File: src/rtl/jtkiwi_coldraw_if.sv
// Column renderer bus bundle: scanner request/busy handshake, graphics ROM
// fetch port and line-buffer write port. The scanner/system side is the
// master; the renderer is the slave.
interface jtkiwi_coldraw_if #(
  parameter int PALW = 5
);
  logic            draw;
  logic            busy;
  logic [15:0]     code;
  logic [15:0]     attr;
  logic [8:0]      xpos;
  logic [3:0]      ysub;
  logic [17:0]     rom_addr;
  logic            rom_cs;
  logic            rom_ok;
  logic [31:0]     rom_data;
  logic [8:0]      buf_addr;
  logic            buf_we;
  logic [PALW+3:0] buf_din;

  modport master (
    output draw, code, attr, xpos, ysub, rom_ok, rom_data,
    input  busy, rom_addr, rom_cs, buf_addr, buf_we, buf_din
  );

  modport slave (
    input  draw, code, attr, xpos, ysub, rom_ok, rom_data,
    output busy, rom_addr, rom_cs, buf_addr, buf_we, buf_din
  );
endinterface

File: src/rtl/jtkiwi_coldraw.sv
// Tile-row renderer: takes one 16x16 4bpp tile row request, fetches the two
// 32-bit ROM words of that row and writes 16 pixels, one per clock, into the
// tilemap line buffer. All outputs are registered.
module jtkiwi_coldraw #(
  parameter int PALW       = 5,
  parameter bit ZERO_TRANS = 1'b1
) (
  input logic              clk,
  input logic              rst,
  jtkiwi_coldraw_if.slave  bus
);

  typedef enum logic [1:0] {
    IDLE  = 2'd0,
    FETCH = 2'd1,
    WAIT  = 2'd2,
    DRAW  = 2'd3
  } state_t;

  state_t          state_r, state_s;
  logic            busy_r, busy_s;
  logic [12:0]     tile_r, tile_s;
  logic            vflip_r, vflip_s;
  logic            hflip_r, hflip_s;
  logic [PALW-1:0] pal_r, pal_s;
  logic [8:0]      xpos_r, xpos_s;
  logic [3:0]      ysub_r, ysub_s;
  logic            half_r, half_s;
  logic [2:0]      cnt_r, cnt_s;
  logic            wait_first_r, wait_first_s;
  logic [31:0]     shift_r, shift_s;
  logic [17:0]     rom_addr_r, rom_addr_s;
  logic            rom_cs_r, rom_cs_s;
  logic [8:0]      buf_addr_r, buf_addr_s;
  logic            buf_we_r, buf_we_s;
  logic [PALW+3:0] buf_din_r, buf_din_s;

  logic [3:0]      yeff_s;
  logic [3:0]      nib_s;
  logic            unused_s;

  // vflip selects the mirrored pixel row; hflip reads the shifter from the
  // low end so the leftmost pixel becomes the lowest nibble.
  assign yeff_s   = vflip_r ? ~ysub_r : ysub_r;
  assign nib_s    = hflip_r ? shift_r[3:0] : shift_r[31:28];
  assign unused_s = ^{bus.code[13], bus.attr};

  assign bus.busy     = busy_r;
  assign bus.rom_addr = rom_addr_r;
  assign bus.rom_cs   = rom_cs_r;
  assign bus.buf_addr = buf_addr_r;
  assign bus.buf_we   = buf_we_r;
  assign bus.buf_din  = buf_din_r;

  // State and datapath registers; reset aborts any request in flight.
  always_ff @(posedge clk or posedge rst) begin
    if (rst) begin
      state_r      <= IDLE;
      busy_r       <= 1'b0;
      tile_r       <= 13'd0;
      vflip_r      <= 1'b0;
      hflip_r      <= 1'b0;
      pal_r        <= '0;
      xpos_r       <= 9'd0;
      ysub_r       <= 4'd0;
      half_r       <= 1'b0;
      cnt_r        <= 3'd0;
      wait_first_r <= 1'b0;
      shift_r      <= 32'd0;
      rom_addr_r   <= 18'd0;
      rom_cs_r     <= 1'b0;
      buf_addr_r   <= 9'd0;
      buf_we_r     <= 1'b0;
      buf_din_r    <= '0;
    end else begin
      state_r      <= state_s;
      busy_r       <= busy_s;
      tile_r       <= tile_s;
      vflip_r      <= vflip_s;
      hflip_r      <= hflip_s;
      pal_r        <= pal_s;
      xpos_r       <= xpos_s;
      ysub_r       <= ysub_s;
      half_r       <= half_s;
      cnt_r        <= cnt_s;
      wait_first_r <= wait_first_s;
      shift_r      <= shift_s;
      rom_addr_r   <= rom_addr_s;
      rom_cs_r     <= rom_cs_s;
      buf_addr_r   <= buf_addr_s;
      buf_we_r     <= buf_we_s;
      buf_din_r    <= buf_din_s;
    end
  end

  // Next-state and next-output logic for the fetch/draw sequencer.
  always_comb begin
    state_s      = state_r;
    busy_s       = busy_r;
    tile_s       = tile_r;
    vflip_s      = vflip_r;
    hflip_s      = hflip_r;
    pal_s        = pal_r;
    xpos_s       = xpos_r;
    ysub_s       = ysub_r;
    half_s       = half_r;
    cnt_s        = cnt_r;
    wait_first_s = wait_first_r;
    shift_s      = shift_r;
    rom_addr_s   = rom_addr_r;
    rom_cs_s     = rom_cs_r;
    buf_addr_s   = buf_addr_r;
    buf_we_s     = 1'b0;
    buf_din_s    = buf_din_r;

    case (state_r)
      IDLE: begin
        // busy is still high for the slot carrying the last pixel write,
        // so it drops one cycle after entering IDLE.
        if (busy_r) begin
          busy_s = 1'b0;
        end else if (bus.draw) begin
          tile_s  = bus.code[12:0];
          vflip_s = bus.code[14];
          hflip_s = bus.code[15];
          pal_s   = bus.attr[15 -: PALW];
          xpos_s  = bus.xpos;
          ysub_s  = bus.ysub;
          half_s  = 1'b0;
          busy_s  = 1'b1;
          state_s = FETCH;
        end else begin
          state_s = IDLE;
        end
      end
      FETCH: begin
        rom_addr_s   = {tile_r, half_r ^ hflip_r, yeff_s};
        rom_cs_s     = 1'b1;
        wait_first_s = 1'b1;
        state_s      = WAIT;
      end
      WAIT: begin
        // First WAIT cycle skips rom_ok: it may still refer to the old address.
        if (wait_first_r) begin
          wait_first_s = 1'b0;
        end else if (bus.rom_ok) begin
          shift_s  = bus.rom_data;
          cnt_s    = 3'd0;
          rom_cs_s = 1'b0;
          state_s  = DRAW;
        end else begin
          state_s = WAIT;
        end
      end
      DRAW: begin
        rom_cs_s   = 1'b0;
        buf_addr_s = xpos_r + {5'd0, half_r, cnt_r};
        buf_din_s  = {pal_r, nib_s};
        buf_we_s   = ~(ZERO_TRANS && (nib_s == 4'd0));
        shift_s    = hflip_r ? (shift_r >> 4) : (shift_r << 4);
        cnt_s      = cnt_r + 3'd1;
        if (cnt_r == 3'd7) begin
          if (!half_r) begin
            half_s  = 1'b1;
            state_s = FETCH;
          end else begin
            state_s = IDLE;
          end
        end else begin
          state_s = DRAW;
        end
      end
      default: begin
        state_s = IDLE;
      end
    endcase
  end

endmodule
File: src/flat_wrapper.sv
// flat-port wrapper written by rule: the top's interface ports become plain ports
module jtkiwi_coldraw_flat 
#(
  parameter int PALW       = 5,
  parameter bit ZERO_TRANS = 1'b1
)
  (clk, rst, bus_draw, bus_code, bus_attr, bus_xpos, bus_ysub, bus_rom_ok, bus_rom_data, bus_busy, bus_rom_addr, bus_rom_cs, bus_buf_addr, bus_buf_we, bus_buf_din);
  jtkiwi_coldraw_if #(.PALW(PALW)) bus_i ();
  input logic clk;
  input logic rst;
  input wire logic [$bits(bus_i.draw)-1:0] bus_draw;
  input wire logic [$bits(bus_i.code)-1:0] bus_code;
  input wire logic [$bits(bus_i.attr)-1:0] bus_attr;
  input wire logic [$bits(bus_i.xpos)-1:0] bus_xpos;
  input wire logic [$bits(bus_i.ysub)-1:0] bus_ysub;
  input wire logic [$bits(bus_i.rom_ok)-1:0] bus_rom_ok;
  input wire logic [$bits(bus_i.rom_data)-1:0] bus_rom_data;
  output wire logic [$bits(bus_i.busy)-1:0] bus_busy;
  output wire logic [$bits(bus_i.rom_addr)-1:0] bus_rom_addr;
  output wire logic [$bits(bus_i.rom_cs)-1:0] bus_rom_cs;
  output wire logic [$bits(bus_i.buf_addr)-1:0] bus_buf_addr;
  output wire logic [$bits(bus_i.buf_we)-1:0] bus_buf_we;
  output wire logic [$bits(bus_i.buf_din)-1:0] bus_buf_din;
  assign bus_i.draw = bus_draw;
  assign bus_i.code = bus_code;
  assign bus_i.attr = bus_attr;
  assign bus_i.xpos = bus_xpos;
  assign bus_i.ysub = bus_ysub;
  assign bus_i.rom_ok = bus_rom_ok;
  assign bus_i.rom_data = bus_rom_data;
  assign bus_busy = bus_i.busy;
  assign bus_rom_addr = bus_i.rom_addr;
  assign bus_rom_cs = bus_i.rom_cs;
  assign bus_buf_addr = bus_i.buf_addr;
  assign bus_buf_we = bus_i.buf_we;
  assign bus_buf_din = bus_i.buf_din;
  jtkiwi_coldraw #(.PALW(PALW), .ZERO_TRANS(ZERO_TRANS)) u_core (.clk(clk), .rst(rst), .bus(bus_i));
endmodule
File: config.mk
export PLATFORM = sky130hd
export DESIGN_NAME = jtkiwi_coldraw_flat
export DESIGN_NICKNAME = d
export VERILOG_FILES = /design/src/rtl/jtkiwi_coldraw_if.sv /design/src/rtl/jtkiwi_coldraw.sv /design/src/flat_wrapper.sv
export SDC_FILE = /design/constraint.sdc
export NUM_CORES = 1
export LEC_CHECK = 0
export ABC_CLOCK_PERIOD_IN_PS = 4900
export CAP_MARGIN = 5
export CORE_MARGIN = 5
export CORE_UTILIZATION = 51
export CTS_BUF_LIST = sky130_fd_sc_hd__clkbuf_16
export DETAILED_ROUTE_END_ITERATION = 16
export PLACE_DENSITY = 0.86
export SLEW_MARGIN = 20
export SYNTH_ARGS = -nofsm -noshare
export SYNTH_HDL_FRONTEND = slang
export SYNTH_SLANG_ARGS = --single-unit
File: constraint.sdc
create_clock -name clk -period 4.9 [get_ports clk]
set_input_delay 0.735 -clock clk [delete_from_list [all_inputs] [get_ports clk]]
set_output_delay 0.735 -clock clk [all_outputs]
set_load 0.02 [all_outputs]
==> impl_results.md, run 1 <==
* Worst-path clk slew at 70 ps
* Post-CTS setup buffers at 0
* Hold WC Path Type: flip-flop to flip-flop
* Yosys top cell area share at 0.520
* Setup TNS at 0 ps
* 1st-iter DRT viols at 108
* Syn Std Cell Area at 5350 um^2
* # setup viols final at 0
* Post-synthesis register bit count at 111
* Gr ovfl total at 0
* Initial core utilization at 0.520
* MaxCap Viol Count at 0
* Input/output buffers at 107
* P per Cell Area at 679 nW/um^2
* Sequential share of the synthesized area at 0.520
* FFs w/ async S/R, synth at 1.00
* Total GRT Usage at 0.193
* Storage cell area at 2780 um^2
* Antenna violations before repair at 0
* Die X at 112 um
* Most common cell in the netlist: dfrtp_1
* Worst Path Max Fanout at 33
* Fin. max-slew vios at 0
* Synthesis Warnings at 0
* Actual slew at the worst max-slew pin at 1090 ps
* Pleak at 2.89 nW
* Setup WS pre-CTS at 2120 ps
* Top_reg_cell synth: dfrtp_1
* Reg2reg path depth at 5
* Critical Path End Type: flip-flop
* Io pins at 120
* Drt via density at 5.47
* Largest net degree at the start of global routing at 93
* Vias in the first global route at 3,999
* CTS Root Cell: clkbuf_16
* Nets at 622
* Crit path kind: flip-flop to flip-flop
* Fillers at 803
* Sequential power share at 0.393
* Cell type with the largest total area after synthesis: dfrtp_1
* Min-Delay Path Depth at 2
* Final core utilization at 0.657
* CP max stage cell: a21oi_4
* HPWL after DPL at 8170 um
* RSZ-0062 raised after global routing: false
* Hold Vio Cnt, Final at 0
* Crit path required time at 5130 ps
* Switching share of power at 0.357
* Remaining antenna violation count at 0
* Peak per-stage delay on the critical path at 830 ps
* # diodes at 0
* Worst slew margin at 0.273
* Post_cts resized at 0
* Total number of vias at 3,671
* Worst path arrival time at 2660 ps
* FMAX at 0.412 GHz
* Worst setup margin at 2470 ps
* Routability Congestion at 0.828
* Clock buffer depth at 2
* Startpoint Class: flip-flop
* Clock group share of total power at 0.167
* Crit-path cells: inv_1 > ha_1 > nor2_4 > a21oi_4 > mux2_2
* Fin crit share at 0.496
* Power, Total at 4.59 mW
* Outcome: completed
* TritonCTS buffer count at 9
* EDFF count, synth at 0
* Initial DRT Pass Iterations at 5
* DIE AREA at 12,600 um^2
* Gate power share at 0.440
* Yosys cell types at 47
* Min cycle time layout at 2430 ps
* Syn_nets at 527
* Int Pwr at 2.95 mW
* Total Wirelength at 11,500 um
* Share of layout cells above drive strength 1 at 0.204
* Avg Inst Size Synth at 12.3 um^2
* Multi-input gate area at 2340 um^2
* Cts hold-fix bufs at 0
* Cell Rows at 37
* Clk_skew at 8.02 ps
* Avg WL per Cell at 17.2 um
* Worst vdd ir at 0.438 mV
* Gate count after technology mapping at 435
* Die height at 112 um
* NetSw at 1.64 mW
* # DRC at 0
* First-pass GRT wire length at 19,600 um
* # H-tree levels at 3
* Layout Area Growth over Synthesis at 26.4%
* Ranking of synthesized cells by area: dfrtp_1 52%, mux2_2 17%, mux2i_1 5.4%
* Latest clock arrival within the worst-skew pair at 350 ps
* Top post-synthesis cells by count: 111 x dfrtp_1, 83 x mux2_2, 36 x nor2_1
* CTS sink cnt at 111
* Area of the core at 10,300 um^2
* CTS tree: done
final timing paths:
| kind | startpoint | to | slack, ps |
|---|---|---|---|
| min in group asynchronous | rst | u_core.bus.rom_addr[10]$_DFFE_PP0N_ | 920 |
| max in group asynchronous | rst | u_core.shift_r[16]$_DFFE_PP0P_ | 3120 |
| min reg2reg | u_core.bus.buf_addr[4]$_DFFE_PP0P_ | u_core.bus.buf_addr[4]$_DFFE_PP0P_ | 490 |
| max reg2reg | u_core.state_r[0]$_DFFE_PP0P_ | u_core.shift_r[26]$_DFFE_PP0P_ | 2470 |
| max | u_core.state_r[0]$_DFFE_PP0P_ | u_core.shift_r[26]$_DFFE_PP0P_ | 2470 |
| min | u_core.bus.buf_addr[4]$_DFFE_PP0P_ | u_core.bus.buf_addr[4]$_DFFE_PP0P_ | 490 |
per-layer routing:
metal / up-vias / part of all wire / track usage
li1: 1749 / - / -
met1: 1826 / 0.41 / 0.226
met2: 87 / 0.50 / 0.329
met3: 9 / 0.074 / 0.0776
met4: 0 / 0.012 / 0.0561
met5: - / 0 / 0
cells by family after synthesis:
kind of cell	count (synthesis)	share of synthesized area
AOI/OAI and AO/OA	75	0.0913
adders and majority gates	11	0.0272
DFF	111	0.520
and+or+nand+nor	75	0.0707
xor gates and xnor gates	6	0.00983
muxes	116	0.238
buffers and inverters	41	0.0438
stage by stage:
| step | instances | instance area [um^2] | hold WS (ps) |
|---|---|---|---|
| floorplan | 435 | 5350 | 462 |
| global placement | 655 | 6440 | 472 |
| detailed placement | 655 | 6440 | 478 |
| CTS | 671 | 6750 | 494 |
| global route | 671 | 6750 | 527 |
| finish | 671 | 6750 | 495 |
worst max-delay path, delay by kind of cell (launching register included):
family / cells / cell delay (ps)
AO/OA/AOI/OAI: 1 / 830
flip-flops: 1 / 430
multiplexers: 1 / 430
adder cells (fa/ha/maj): 1 / 400
buffers and inverters: 1 / 130
AND/OR/NAND/NOR: 1 / 80
power groups by stage:
| stage | combinational (mW) | sequential, mW | clock [mW] |
|---|---|---|---|
| 5_1_grt | 2.22 | 1.87 | 0.821 |
| 3_3_place_gp | 1.97 | 1.77 | 0 |
| 4_1_cts | 2.04 | 1.80 | 0.787 |
| 3_5_place_dp | 2.03 | 1.82 | 0 |
| 2_1_floorplan | 1.37 | 1.84 | 0 |
| 6_report | 2.02 | 1.80 | 0.765 |
cell usage in the layout (no fill, tap or decap), drive strengths merged, types with 2 or more instances in the layout:
cell type	n
a22o	6
clkbuf	9
clkdlybuf4s50	107
a21oi	36
inv	17
dfrtp	111
nand2	9
mux2i	29
o31ai	2
nand2b	2
o21a	2
o2111ai	3
nand3b	2
nor2b	2
or4	2
a32o	2
a211oi	4
ha	10
o2bb2ai	2
nor2	37
nor3	3
bufinv	2
a21o	5
or3	3
buf	4
nand3	7
mux2	87
xnor2	6
o21ai	9
and3b	2
cell type report:
class,count,area share
flip-flops and latches,111,0.411
clock buffers,9,0.0333
repair buffers,111,0.163
well taps,136,0.0252
inverters,14,0.00815
multi-input cells,283,0.346
clock inverters,7,0.0130
flip-flops by register name, summed over array words and instances, names as in the netlist:
| register | flops |
|---|---|
| u_core.bus.buf_addr | 9 |
| u_core.bus.buf_din | 9 |
| u_core.bus.buf_we | 1 |
| u_core.bus.busy | 1 |
| u_core.bus.rom_addr | 18 |
| u_core.bus.rom_cs | 1 |
| u_core.cnt_r | 3 |
| u_core.half_r | 1 |
| u_core.hflip_r | 1 |
| u_core.pal_r | 5 |
| u_core.shift_r | 32 |
| u_core.state_r | 2 |
| u_core.tile_r | 13 |
| u_core.vflip_r | 1 |
| u_core.wait_first_r | 1 |
| u_core.xpos_r | 9 |
| u_core.ysub_r | 4 |
Note: power is estimated with default switching activity, not from simulation.
==> run 2, diff against run 1 <==
- ABC_CLOCK_PERIOD_IN_PS: 4900 -> 2300
- clock period: 4.9 -> 2.3 ns (I/O delays scaled with it)
==> impl_results.md, run 2 (synthesized netlist as in run 1, its figures left out) <==
* Critical Path End Type: flip-flop
* Drt via density at 5.47 (-0.10%)
* Total number of vias at 3,711 (+1.1%)
* Routability Congestion at 0.840 (+1.4%)
* Hold WC Path Type: primary input to async pin
* Worst vdd ir at 0.857 mV (+96%)
* Gr ovfl total at 0 (unchanged)
* Initial DRT Pass Iterations at 5 (unchanged)
* # diodes at 0 (unchanged)
* Largest register FFs at 32 (unchanged)
* Worst path arrival time at 2250 ps (-410 ps)
* Initial core utilization at 0.520 (unchanged)
* Setup TNS at 0 ps (unchanged)
* Vias in the first global route at 4,026 (+0.68%)
* TritonCTS buffer count at 9 (unchanged)
* CTS tree: done
* # H-tree levels at 3 (unchanged)
* Worst reg2reg path startpoint: u_core.cnt_r[0]$_DFFE_PP0P_
* FMAX at 0.493 GHz (+20%)
* Post-CTS setup buffers at 0 (unchanged)
* Actual slew at the worst max-slew pin at 687 ps (-402 ps)
* Die height at 112 um (unchanged)
* Total GRT Usage at 0.193 (+0.000237)
* Startpoint Class: flip-flop
* # setup viols final at 0 (unchanged)
* Clk_skew at 6.04 ps (-1.98 ps)
* Outcome: completed
* Hold Slack at 351 ps (-144 ps)
* Fin. max-slew vios at 0 (unchanged)
* Input/output buffers at 107 (unchanged)
* MaxCap Viol Count at 0 (unchanged)
* Fillers at 807 (+0.50%)
* DIE AREA at 12,600 um^2 (unchanged)
* Latest clock arrival within the worst-skew pair at 350 ps (about the same)
* Final core utilization at 0.666 (+0.00889)
* Finished Layout Cells at 679 (+1.2%)
* Crit path required time at 2520 ps (-2610 ps)
* Avg WL per Cell at 17.2 um (about the same)
* Setup WS pre-CTS at 286 ps (-1830 ps)
* Multi-input gate area at 2340 um^2 (unchanged)
* Placed cell count at 663 (+1.2%)
* Crit path kind: flip-flop to flip-flop
* Worst slew margin at 0.542 (+0.269)
* Nets at 630 (+1.3%)
* Worst setup margin at 273 ps (-2200 ps)
* Pleak at 2.93 nW (+1.4%)
* Remaining antenna violation count at 0 (unchanged)
* Post_cts resized at 0 (unchanged)
* Antenna violations before repair at 0 (unchanged)
* Worst Path Max Fanout at 6 (-82%)
* # DRC at 0 (unchanged)
* Area of the core at 10,300 um^2 (unchanged)
* Reg2reg path depth at 5 (unchanged)
* Most common cell after layout, fill and taps aside: dfrtp_1
* Most flop-heavy register: u_core.shift_r
* Storage cell area at 2780 um^2 (unchanged)
* RSZ-0062 raised after global routing: false
* First-pass GRT wire length at 19,600 um (about the same)
* 1st-iter DRT viols at 156 (+44%)
* Io pins at 120 (unchanged)
* Cell Rows at 37 (unchanged)
* Min cycle time layout at 2030 ps (-401 ps)
* P per Cell Area at 1430 nW/um^2 (+110%)
* CTS Root Cell: clkbuf_16
* Cts hold-fix bufs at 0 (unchanged)
* HPWL after DPL at 8530 um (+4.4%)
* Largest net degree at the start of global routing at 60 (-35%)
* Share of layout cells above drive strength 1 at 0.219 (+0.0154)
* FF-to-FF setup slack at 270 ps (-2200 ps)
* Design area at 6850 um^2 (+1.4%)
* Most frequent cells in the layout: 110 x dfrtp_1, 107 x clkdlybuf4s50_1, 83 x mux2_2
* Cell Area, Placed at 6570 um^2 (+1.9%)
* Hold Vio Cnt, Final at 0 (unchanged)
* Die X at 112 um (unchanged)
* R2R Path End: u_core.bus.buf_addr[8]$_DFFE_PP0P_
* Fin crit share at 0.881 (+0.386)
* Clock buffer depth at 2 (unchanged)
* Worst-path clk slew at 70 ps (about the same)
* Total Wirelength at 11,700 um (+1.1%)
* Layout Area Growth over Synthesis at 28.1%
* CTS sink cnt at 111 (unchanged)
* Power, Total at 9.78 mW (+110%)
run 2: cell count changes in the layout (fill, tap and decap cells not counted), sizes merged:
cell,before,now
inv,17,15
clkinv,1,5
bufinv,2,0
buf,4,12
run 2: metal layers:
| layer | GRT usage | routed length (um) | vias up |
|---|---|---|---|
| met5 | 0 | 0 | - |
| met4 | 0.0561 | 193 | 0 |
| met3 | 0.0695 | 834 | 14 |
| met2 | 0.335 | 5930 | 93 |
| met1 | 0.227 | 4710 | 1837 |
| li1 | - | - | 1767 |
run 2: critical path, cell delays in order, from the launching register on:
cell      delay [ps]
dfrtp_1          420
ha_1             270
fa_1             410
and3_4           210
o2111a_1         240
or3_1            350
run 2: report_power, final:
part           internal (mW)  total (mW)  leakage [nW]  switching (mW)
registers               2.96        3.70          1.31           0.747
clock network          0.747        1.46         0.139           0.718
logic                   2.50        4.61          1.48            2.11
run 2: final cells by class:
cell class / instances / area share
clock buffers: 9 / 0.0329
multi-input cells: 283 / 0.341
repair buffers: 119 / 0.179
well taps: 136 / 0.0249
inverters: 14 / 0.00823
flip-flops and latches: 111 / 0.406
clock inverters: 7 / 0.00804
run 2: how the worst max path moves through the flow:
stage                                      startpoint                            endpoint  slack (ps)  depth (start not counted)
after detailed placement  u_core.cnt_r[0]$_DFFE_PP0P_  u_core.bus.buf_addr[8]$_DFFE_PP0P_         290                          5
final                     u_core.cnt_r[0]$_DFFE_PP0P_  u_core.bus.buf_addr[8]$_DFFE_PP0P_         270                          5
after floorplan           u_core.cnt_r[0]$_DFFE_PP0P_  u_core.bus.buf_addr[8]$_DFFE_PP0P_         290                          6
after global routing      u_core.cnt_r[0]$_DFFE_PP0P_  u_core.bus.buf_addr[8]$_DFFE_PP0P_         200                          5
after CTS                 u_core.cnt_r[0]$_DFFE_PP0P_  u_core.bus.buf_addr[8]$_DFFE_PP0P_         270                          5
after global placement    u_core.cnt_r[0]$_DFFE_PP0P_  u_core.bus.buf_addr[8]$_DFFE_PP0P_         320                          5
